`config.mk`:
```
export PLATFORM = sky130hd
export DESIGN_NAME = tilt_move_gen
export DESIGN_NICKNAME = d
export VERILOG_FILES = /design/src/rtl/tilt_pkg.sv /design/src/rtl/tilt_axis.sv /design/src/rtl/tilt_move_gen.sv
export SDC_FILE = /design/constraint.sdc
export NUM_CORES = 1
export LEC_CHECK = 0
export BUFFER_PORTS_ARGS = -buffer_cell sky130_fd_sc_hd__buf_2
export CORE_MARGIN = 3
export CORE_UTILIZATION = 45
export CTS_CLUSTER_DIAMETER = 60
export DETAILED_ROUTE_END_ITERATION = 7
export SKIP_CTS_REPAIR_TIMING = 1
export SYNTH_ARGS = -nofsm -noshare
export SYNTH_HDL_FRONTEND = slang
export SYNTH_SLANG_ARGS = --single-unit
```
`constraint.sdc`:
```
create_clock -name clk -period 6.53 [get_ports clk]
set_input_delay 1.306 -clock clk [delete_from_list [all_inputs] [get_ports clk]]
set_output_delay 1.306 -clock clk [all_outputs]
set_load 0.01 [all_outputs]
```
`src/rtl/tilt_pkg.sv`:
```
// -----------------------------------------------------------------------------
// tilt_pkg
// Shared constants and types for the accelerometer tilt-to-movement block.
//   ZERO_G     : offset-binary code that represents 0 g on an axis
//   ACC_W      : width of the per-axis step accumulator
//   MAG_MAX    : largest tilt magnitude an axis reports
//   SAMPLE_W   : width of the raw accelerometer sample
//   TILT_W     : width of the signed tilt value (sample - ZERO_G)
//   MV_*       : bit positions inside the 4-bit movement vector
// -----------------------------------------------------------------------------
package tilt_pkg;

   localparam int ZERO_G   = 256;
   localparam int ACC_W    = 12;
   localparam int MAG_MAX  = 255;
   localparam int SAMPLE_W = 9;
   localparam int TILT_W   = 10;

   localparam int MV_RIGHT = 3;
   localparam int MV_LEFT  = 2;
   localparam int MV_DOWN  = 1;
   localparam int MV_UP    = 0;

   // Direction of the last non-idle tilt seen on an axis.
   typedef enum logic {
      SIGN_POS = 1'b0,
      SIGN_NEG = 1'b1
   } sign_e;

endpackage

```
`src/rtl/tilt_axis.sv`:
```
// -----------------------------------------------------------------------------
// tilt_axis
// One accelerometer axis: sample (or smoothing filter) register, tilt
// magnitude/sign, step accumulator and a registered pulse pair.
//
// Build option: TILT_SMOOTH_EN
//   defined   -> the sample register is a first-order IIR updated on tick
//   undefined -> the sample register simply captures accel on tick
//
// Ports
//   clk       : system clock
//   reset     : asynchronous active-low reset
//   tick      : capture strobe, one cycle per sample period
//   eval      : tick delayed by one cycle; accumulator update strobe
//   enable    : low holds the accumulator at 0 and suppresses pulses
//   accel     : offset-binary acceleration, ZERO_G = 0 g
//   pulse_pos : one-cycle step toward positive tilt (right / down)
//   pulse_neg : one-cycle step toward negative tilt (left / up)
//   active    : tilt magnitude exceeded the dead zone at the last update
// -----------------------------------------------------------------------------
module tilt_axis
   import tilt_pkg::*;
#(
   parameter int unsigned DEADZONE    = 16,
   parameter int unsigned STEP_THRESH = 1024
) (
   input  logic                clk,
   input  logic                reset,
   input  logic                tick,
   input  logic                eval,
   input  logic                enable,
   input  logic [SAMPLE_W-1:0] accel,
   output logic                pulse_pos,
   output logic                pulse_neg,
   output logic                active
);

   localparam logic [7:0]     DZ   = 8'(DEADZONE);
   localparam logic [ACC_W:0] STEP = (ACC_W+1)'(STEP_THRESH);
   localparam logic [ACC_W:0] SAT  = (ACC_W+1)'(2 * STEP_THRESH - 1);

   // ---------------------------------------------------------------- sample
   logic [SAMPLE_W-1:0] samp;
   logic [SAMPLE_W-1:0] samp_next;

`ifdef TILT_SMOOTH_EN
   // s + ((accel - s) >>> 2); the difference fits 10 bits signed, the sum
   // needs one more bit before it is clamped back into 0..511.
   logic signed [TILT_W-1:0] diff;
   logic signed [TILT_W-1:0] diff_sh;
   logic signed [TILT_W:0]   filt_sum;

   always_comb begin
      diff     = $signed({1'b0, accel}) - $signed({1'b0, samp});
      diff_sh  = diff >>> 2;
      filt_sum = $signed({2'b00, samp}) + $signed({diff_sh[TILT_W-1], diff_sh});
      if (filt_sum < 0) begin
         samp_next = '0;
      end else if (filt_sum > $signed(11'd511)) begin
         samp_next = '1;
      end else begin
         samp_next = filt_sum[SAMPLE_W-1:0];
      end
   end
`else
   assign samp_next = accel;
`endif

   always_ff @(posedge clk or negedge reset) begin
      if (!reset) begin
         samp <= SAMPLE_W'(ZERO_G);
      end else if (tick) begin
         samp <= samp_next;
      end
   end

   // ------------------------------------------------------ magnitude / sign
   logic [TILT_W-1:0] tilt;
   logic [TILT_W-1:0] tilt_abs;
   logic [7:0]        mag;
   logic [ACC_W:0]    excess;
   sign_e             sign_now;

   assign tilt     = {1'b0, samp} - TILT_W'(ZERO_G);
   // Two's-complement negate; -256 becomes +256 when read as unsigned.
   assign tilt_abs = tilt[TILT_W-1] ? (~tilt + 1'b1) : tilt;
   assign mag      = (tilt_abs > TILT_W'(MAG_MAX)) ? 8'(MAG_MAX) : tilt_abs[7:0];
   assign sign_now = tilt[TILT_W-1] ? SIGN_NEG : SIGN_POS;
   // Only meaningful when mag > DZ; the idle branch never uses it.
   assign excess   = {{(ACC_W-7){1'b0}}, 8'(mag - DZ)};

   // ---------------------------------------------------------- accumulator
   logic [ACC_W-1:0] acc;
   logic [ACC_W-1:0] acc_next;
   sign_e            last_sign;
   sign_e            last_sign_next;
   logic             active_next;
   logic             pos_next;
   logic             neg_next;
   logic [ACC_W:0]   sum;

   always_comb begin
      acc_next       = acc;
      last_sign_next = last_sign;
      active_next    = active;
      pos_next       = 1'b0;
      neg_next       = 1'b0;
      sum            = '0;

      if (eval) begin
         if (!enable || (mag <= DZ)) begin
            acc_next    = '0;
            active_next = 1'b0;
         end else begin
            active_next = 1'b1;
            if (sign_now != last_sign) begin
               // Reversal restarts the accumulator and skips this step.
               // Clamping here keeps acc within 2*STEP-1 at all times.
               last_sign_next = sign_now;
               acc_next       = (excess > SAT) ? SAT[ACC_W-1:0] : excess[ACC_W-1:0];
            end else begin
               sum = {1'b0, acc} + excess;
               if (sum >= STEP) begin
                  sum = sum - STEP;
                  if (sign_now == SIGN_POS) begin
                     pos_next = 1'b1;
                  end else begin
                     neg_next = 1'b1;
                  end
               end
               if (sum > SAT) begin
                  sum = SAT;
               end
               acc_next = sum[ACC_W-1:0];
            end
         end
      end
   end

   always_ff @(posedge clk or negedge reset) begin
      if (!reset) begin
         acc       <= '0;
         last_sign <= SIGN_POS;
         active    <= 1'b0;
         pulse_pos <= 1'b0;
         pulse_neg <= 1'b0;
      end else begin
         acc       <= acc_next;
         last_sign <= last_sign_next;
         active    <= active_next;
         pulse_pos <= pos_next;
         pulse_neg <= neg_next;
      end
   end

endmodule

```
`src/rtl/tilt_move_gen.sv`:
```
// -----------------------------------------------------------------------------
// tilt_move_gen
// Turns accelerometer tilt into one-cycle movement pulses for the ball stage.
// Steeper tilt beyond the dead zone produces steps at a higher rate.
//
// Build option: TILT_SMOOTH_EN (smooths each axis sample with an IIR filter;
// latency is the same with or without it).
//
// Pipeline: tick (cycle T) captures samples, eval (T+1) updates the
// accumulators, movement/active_* change at T+2.
//
// Ports
//   clk      : 100 MHz system clock
//   reset    : asynchronous active-low reset
//   enable   : high = generate motion; low = accumulators held at 0
//   accel_x  : X acceleration, offset binary, 256 = 0 g
//   accel_y  : Y acceleration, offset binary, 256 = 0 g
//   movement : one-cycle pulses {right, left, down, up}
//   active_x : X tilt beyond dead zone at the last update
//   active_y : Y tilt beyond dead zone at the last update
// -----------------------------------------------------------------------------
module tilt_move_gen
   import tilt_pkg::*;
#(
   parameter int unsigned TICK_DIV    = 100000,
   parameter int unsigned DEADZONE    = 16,
   parameter int unsigned STEP_THRESH = 1024
) (
   input  logic                clk,
   input  logic                reset,
   input  logic                enable,
   input  logic [SAMPLE_W-1:0] accel_x,
   input  logic [SAMPLE_W-1:0] accel_y,
   output logic [3:0]          movement,
   output logic                active_x,
   output logic                active_y
);

   localparam int CNT_W = (TICK_DIV > 1) ? $clog2(TICK_DIV) : 1;

   // ---------------------------------------------------------- tick counter
   // Free-running regardless of enable; tick is registered so it rises
   // TICK_DIV cycles after reset is released.
   logic [CNT_W-1:0] tick_cnt;
   logic             wrap;
   logic             tick;
   logic             eval;

   assign wrap = (tick_cnt == CNT_W'(TICK_DIV - 1));

   always_ff @(posedge clk or negedge reset) begin
      if (!reset) begin
         tick_cnt <= '0;
         tick     <= 1'b0;
         eval     <= 1'b0;
      end else begin
         tick_cnt <= wrap ? '0 : tick_cnt + 1'b1;
         tick     <= wrap;
         eval     <= tick;
      end
   end

   // ----------------------------------------------------------------- axes
   logic x_pos;
   logic x_neg;
   logic y_pos;
   logic y_neg;

   tilt_axis #(
      .DEADZONE    (DEADZONE),
      .STEP_THRESH (STEP_THRESH)
   ) u_axis_x (
      .clk       (clk),
      .reset     (reset),
      .tick      (tick),
      .eval      (eval),
      .enable    (enable),
      .accel     (accel_x),
      .pulse_pos (x_pos),
      .pulse_neg (x_neg),
      .active    (active_x)
   );

   tilt_axis #(
      .DEADZONE    (DEADZONE),
      .STEP_THRESH (STEP_THRESH)
   ) u_axis_y (
      .clk       (clk),
      .reset     (reset),
      .tick      (tick),
      .eval      (eval),
      .enable    (enable),
      .accel     (accel_y),
      .pulse_pos (y_pos),
      .pulse_neg (y_neg),
      .active    (active_y)
   );

   // Positive X tilt moves right, positive Y tilt moves down.
   always_comb begin
      movement           = '0;
      movement[MV_RIGHT] = x_pos;
      movement[MV_LEFT]  = x_neg;
      movement[MV_DOWN]  = y_pos;
      movement[MV_UP]    = y_neg;
   end

endmodule

```
* Word level (Yosys, flattened, before mapping)
Cells that the tools add are included.
** Storage, ports and cells
- Flip-flop bits (word level) :: 69
- Input bits :: 21
- Output and inout bits :: 6
- Logic and storage cells :: 93
** Operators by class
- Add/subtract/negate cells :: 11
- Order comparisons :: 10
- Eq/ne operators :: 3
- Muxes and demuxes :: 45
- Bitwise gates (word level) :: 4
- Reductions and logical operators :: 5
** Operators with widths (count)
- $mux W13 :: 8
- $mux W12 :: 6
- $add A12 B8 Y13 :: 2
- $ge A13 B11 Y1 const B :: 2
- $gt A13 B11 Y1 const B :: 2
- $sub A13 B11 Y13 const B :: 2
- $mux W1 :: 24
- $gt A8 B11 Y1 const B :: 2
- $mux W11 :: 2
- $add A10 B1 Y10 const B :: 2
- $gt A10 B8 Y1 const B :: 2
- $mux W10 :: 2
- $not A10 Y10 :: 2
- $sub A9 B9 Y10 const B :: 2
- $add A17 B1 Y17 const B :: 1
- $eq A17 B17 Y1 const B :: 1
- $mux W17 :: 1
- $le A8 B5 Y1 const B :: 2
- $mux W8 :: 2
- $sub A8 B5 Y8 const B :: 2
- $reduce_and A3 Y1 :: 2
- $logic_or A1 B1 Y1 :: 2
- $ne A1 B1 Y1 :: 2
- $not A1 Y1 :: 2
- $logic_not A1 Y1 :: 1

* Longest topological paths before layout
- Word-level depth :: 17
- Mapped depth :: 24
- Depth with buffers taken out :: 22

* Hierarchy
Synthesis repeated with hierarchy kept, for this count alone.
** Unflattened totals
- Cells, all modules :: 618
- Area, all modules :: 5440.2 um2
** By module, submodules not included
- tilt_axis :: instances 2, cells an instance 269, area an instance 2283.4 um2, seq. area each 626.9 um2
- tilt_move_gen :: instances 1, cells an instance 80, area an instance 873.3 um2, seq. area each 475.5 um2

* Least setup slack after synthesis
Ideal clock, no wire load.
- Path type :: reg2reg
- Start point :: reg u_axis_y.samp[0]
- End point :: reg u_axis_y.acc[4]
- Setup time :: 0.092 ns
- Arrival time :: 5.116 ns
- Data required time :: 6.438 ns
- Setup slack :: 1.322 ns
- Stages on the path, launching flop included :: 23
- Path buffers :: 2
- Period minus slack after synthesis :: 5.208 ns
- Cell sequence :: dfrtp_1 > inv_1 > ha_1 > or4b_4 > or3_1 > clkbuf_2 > nand3_1 > a21oi_1 > inv_1 > ha_1 > buf_4 > and2_2 > a311o_1 > o2bb2ai_1 > xnor2_1 > ha_1 > or4b_2 > a21oi_1 > nor4b_1 > mux2i_1 > nor4_4 > o32ai_2 > o31ai_2
** On the way
- Word-level cells in the longest chain between the ends :: 17
- Elaborated cells on any way between the ends :: 24
- Those cells by class :: 5 x add/sub; 5 x order compare; 1 x eq/ne; 11 x mux; 1 x bitwise; 1 x reduce/logical
** Ends and longest elaborated chain
- start, declared :: RTL line tilt_axis.sv:43 : logic [SAMPLE_W-1:0] samp;
- start signal, assigned :: RTL line tilt_axis.sv:71 : samp <= SAMPLE_W'(ZERO_G);
- start signal, assigned :: RTL line tilt_axis.sv:73 : samp <= samp_next;
- $sub A9 B9 Y10 * :: RTL line tilt_axis.sv:84 : assign tilt = {1'b0, samp} - TILT_W'(ZERO_G);
- $not A10 Y10 :: RTL line tilt_axis.sv:86 : assign tilt_abs = tilt[TILT_W-1] ? (~tilt + 1'b1) : tilt;
- $add A10 B1 Y10 :: RTL line tilt_axis.sv:86
- $mux W10 :: RTL line tilt_axis.sv:86
- $gt A10 B8 Y1 :: RTL line tilt_axis.sv:87 : assign mag = (tilt_abs > TILT_W'(MAG_MAX)) ? 8'(MAG_MAX) : tilt_abs[7:0];
- $mux W8 :: RTL line tilt_axis.sv:87
- $sub A8 B5 Y8 :: RTL line tilt_axis.sv:90 : assign excess = {{(ACC_W-7){1'b0}}, 8'(mag - DZ)};
- $add A12 B8 Y13 :: RTL line tilt_axis.sv:122 : sum = {1'b0, acc} + excess;
- $sub A13 B11 Y13 / $ge A13 B11 Y1 (equally long branches) :: RTL line tilt_axis.sv:124, tilt_axis.sv:123
- $mux W13 :: RTL line tilt_axis.sv:123 : if (sum >= STEP) begin
- $mux W13 :: RTL line tilt_axis.sv:116 : if (sign_now != last_sign) begin
- $mux W13 :: RTL line tilt_axis.sv:111 : if (!enable || (mag <= DZ)) begin
- $mux W13 :: RTL line tilt_axis.sv:110 : if (eval) begin
- $gt A13 B11 Y1 :: RTL line tilt_axis.sv:131 : if (sum > SAT) begin
- $mux W12 :: RTL line tilt_axis.sv:131
- $mux W12 :: RTL line tilt_axis.sv:116
- $mux W12 * :: RTL line tilt_axis.sv:111
- end signal, assigned :: RTL line tilt_axis.sv:148 : acc <= acc_next;
- end, declared :: RTL line tilt_axis.sv:93 : logic [ACC_W-1:0] acc;
Mark *: on every way between the ends. The rest lies on a longest branch, timed or not. The select of a mux whose other input is x is not followed.
A chain may end at the register's enable or synchronous reset.

* Worst setup path after layout
- Start point :: reg u_axis_y.samp[0]
- End point :: reg u_axis_y.acc[7]
The elaborated chain is that of the path after synthesis.

==> reports/metrics.cfg <==
[status]
status = completed

[critical_path]
cp-end-kind = flop
reg2regPathDepth = 21
r2r-start = u_axis_y.samp[0]
endpoint = u_axis_y.acc[7]
critical_path_required_ps = 6790
worstPathMaxFanout = 6
worstSetupPathType = flop to flop
crit_path_start = u_axis_y.samp[0]
cp.arrival_ps = 6380
cp-start-kind = flop
reg2reg_to = u_axis_y.acc[7]
rrSetupSlack_ps = 410

[yosys]
postSynthAreaPerCell_sq_um = 8.75
syn-instance-count = 600
async_reset_ff_share_pct = 100
synth_seq_cells = 69
synthFlopType = dfrtp_1
yosysWarnings = 0
seq_area_frac_synth_pct = 32.9
synth.distinct_cells = 79
syn_nets = 646
syn_area_sq_mm = 0.00525
synth-edff-count = 0

[hold_path]
worstHoldStart = tick_cnt[4]
hold_class = flop to flop

[power]
power_mw = 0.977
p_per_area_mw_per_mm2 = 169
vdd_drop_max_mv = 0.197
p_leak_nw = 2.60

[place]
io_buffers = 26
post-place-ws_ps = 495
place_area_sq_mm = 0.00546
dp.cells = 748
gp_congestion = 0.890
place_hpwl_mm = 9.30

[sta]
skew_ps = 5.01
finalSetupTns_ps = 0
fin_crit_sh_pct = 93.8
fin_crit_ps = 6120
grt_setup_unrepaired = false
slew-limit-headroom_pct = 32.5
slew_viol_final = 0
max_freq_ghz = 0.163
finalHoldViolCount = 0
setup_slack_ps = 406
setup_viol = 0
max_slew.worst_pin.slew_ps = 1010

[clock_tree]
cts_max_level = 3
numCtsBuffers = 9
root_buffer = clkbuf_16
cts_tree = built
path_clk_slew_ps = 60
clockBufferDepth = 2
clock_latency_ps = 340
clock_sinks = 69

[grt]
use_met1_pct = 29.3
grt_max_degree = 70
grt_pass1_vias = 4317
grt_pass1_wl_mm = 21.3
grt_use_met3_pct = 4.51
grtUsageTotal_pct = 20.4
grt_antenna_before_repair = 0
grt_overflow = 0
top_usage_layer = met2
grt.met2_usage_pct = 30.3

[floorplan]
die-area_sq_mm = 0.0130
die_w_microns = 114
io_pins = 27
die_h_microns = 114
coreArea_sq_mm = 0.0111
rows = 38
initial_utilization_pct = 47.2

[route]
wl_per_cell_microns = 16.6
dr.first_iter.drc_count = 358
wl_mm = 12.7
drcViolationCount = 0
ant_nets = 0
via_count = 4567
firstDrtPassIters = 5
viasPerCell = 5.98

[final_layout]
final_area_sq_mm = 0.00579
layout.area.seq_sq_mm = 0.00173
area_delta_synth_final_pct = 10.3
finalNonFillerCells = 764
diodes = 0
num-fill-cells = 1030
drive_above_1_share_pct = 14.1
multi_input_area_sq_mm = 0.00329
nets = 665

[run]
max-cap-violations = 0

==> state kept, by name, indices dropped and copies added, names as in the netlist <==
signal,count
u_axis_x.pulse_neg,1
tick_cnt,17
eval,1
u_axis_y.pulse_pos,1
u_axis_x.samp,9
u_axis_y.last_sign,1
u_axis_x.pulse_pos,1
u_axis_x.active,1
u_axis_y.pulse_neg,1
u_axis_x.last_sign,1
u_axis_y.active,1
u_axis_y.samp,9
u_axis_y.acc,12
u_axis_x.acc,12
tick,1
==> cell type report <==
cell class,instances,area share [%]
clock buffer,9,3.89
clock inverter,7,1.68
tap,140,3.02
multi-input combinational,480,56.7
timing repair buffer,32,3.07
sequential,69,29.8
inverter,27,1.75
==> kinds of logic after synthesis <==
group,count (synthesis),synth area share [%]
and+or+nand+nor,210,20.7
AOI/OAI and AO/OA,179,23.6
DFF,69,32.9
buffers and inverters,51,4.74
xor gates and xnor gates,47,7.84
adders and majority gates,25,6.24
muxes,19,3.88
==> critical path, cell delays in order (launching register included) <==
cell	delay, ps
dfrtp_1	380
inv_1	170
ha_1	280
or4b_2	610
a31oi_1	190
o22a_1	210
nor3_1	100
xnor2_1	330
ha_1	370
o21a_1	240
o21a_1	110
a311o_1	340
o2bb2ai_1	240
xnor2_1	250
ha_1	180
or4b_2	610
a21oi_1	170
nor4b_1	240
mux2i_1	160
nor4_4	360
o22ai_1	250
o221ai_1	220
==> cell usage in the layout (no fill, tap or decap), drive strengths merged, types with 4 or more instances in the layout <==
cell type  instances
dfrtp             67
nor2              53
nand2             48
a21oi             41
o21ai             39
buf               32
xnor2             30
inv               29
ha                23
nor3              22
xor2              17
nand3             16
a21o              15
mux2              11
nor2b             10
nor4              10
clkbuf             9
mux2i              8
o31ai              8
nand2b             7
nand4              7
or3                7
o21a               6
a31oi              6
a22oi              6
a211o              6
or4b               6
nor3b              5
o211ai             5
a41oi              5
o221ai             5
and2               5
or2                4
o311ai             4
==> worst min-delay path by stage <==
stage	depth (start not counted)	endpoint	slack (ps)
after floorplan	0	eval	350
after global placement	1	tick_cnt[4]	460
after detailed placement	1	tick_cnt[4]	480
after CTS	1	tick_cnt[4]	480
after global routing	1	tick_cnt[4]	500
final	1	tick_cnt[4]	480
==> cell usage after synthesis, drive strengths merged, types with 8 or more instances <==
| library cell | number | share of area [%] |
|---|---|---|
| dfrtp | 67 | 32 |
| nor2 | 53 | 3.8 |
| nand2 | 48 | 3.4 |
| a21oi | 41 | 3.9 |
| o21ai | 39 | 3.7 |
| xnor2 | 30 | 5.0 |
| inv | 27 | 1.9 |
| ha | 23 | 5.5 |
| nor3 | 22 | 2.1 |
| xor2 | 17 | 2.8 |
| nand3 | 16 | 1.5 |
| a21o | 15 | 2.2 |
| clkbuf | 13 | 0.95 |
| buf | 11 | 1.9 |
| mux2 | 11 | 2.4 |
| nor2b | 10 | 1.2 |
| nor4 | 10 | 1.5 |
| mux2i | 8 | 1.5 |
| o31ai | 8 | 1.3 |
==> where the power goes <==
part / leakage [nW] / internal (mW) / total (mW) / switching (mW)
sequential: 0.865 / 0.428 / 0.428 / 0
combinational: 1.59 / 0.00436 / 0.0144 / 0.0100
clock: 0.152 / 0.336 / 0.534 / 0.198
total: 2.60 / 0.768 / 0.977 / 0.208
==> layer usage <==
metal	share of wire (%)	up-vias
li1	-	2251
met1	49	2175
met2	44	121
met3	4.8	20
met4	1.9	0
met5	0	-
==> per-stage QoR <==
stage	hold slack, ps	util, %
floorplan	352	-
global placement	464	49.1
detailed placement	477	49.1
CTS	484	52.0
global route	503	52.1
finish	477	52.1
Note: power is estimated with default switching activity, not from simulation.
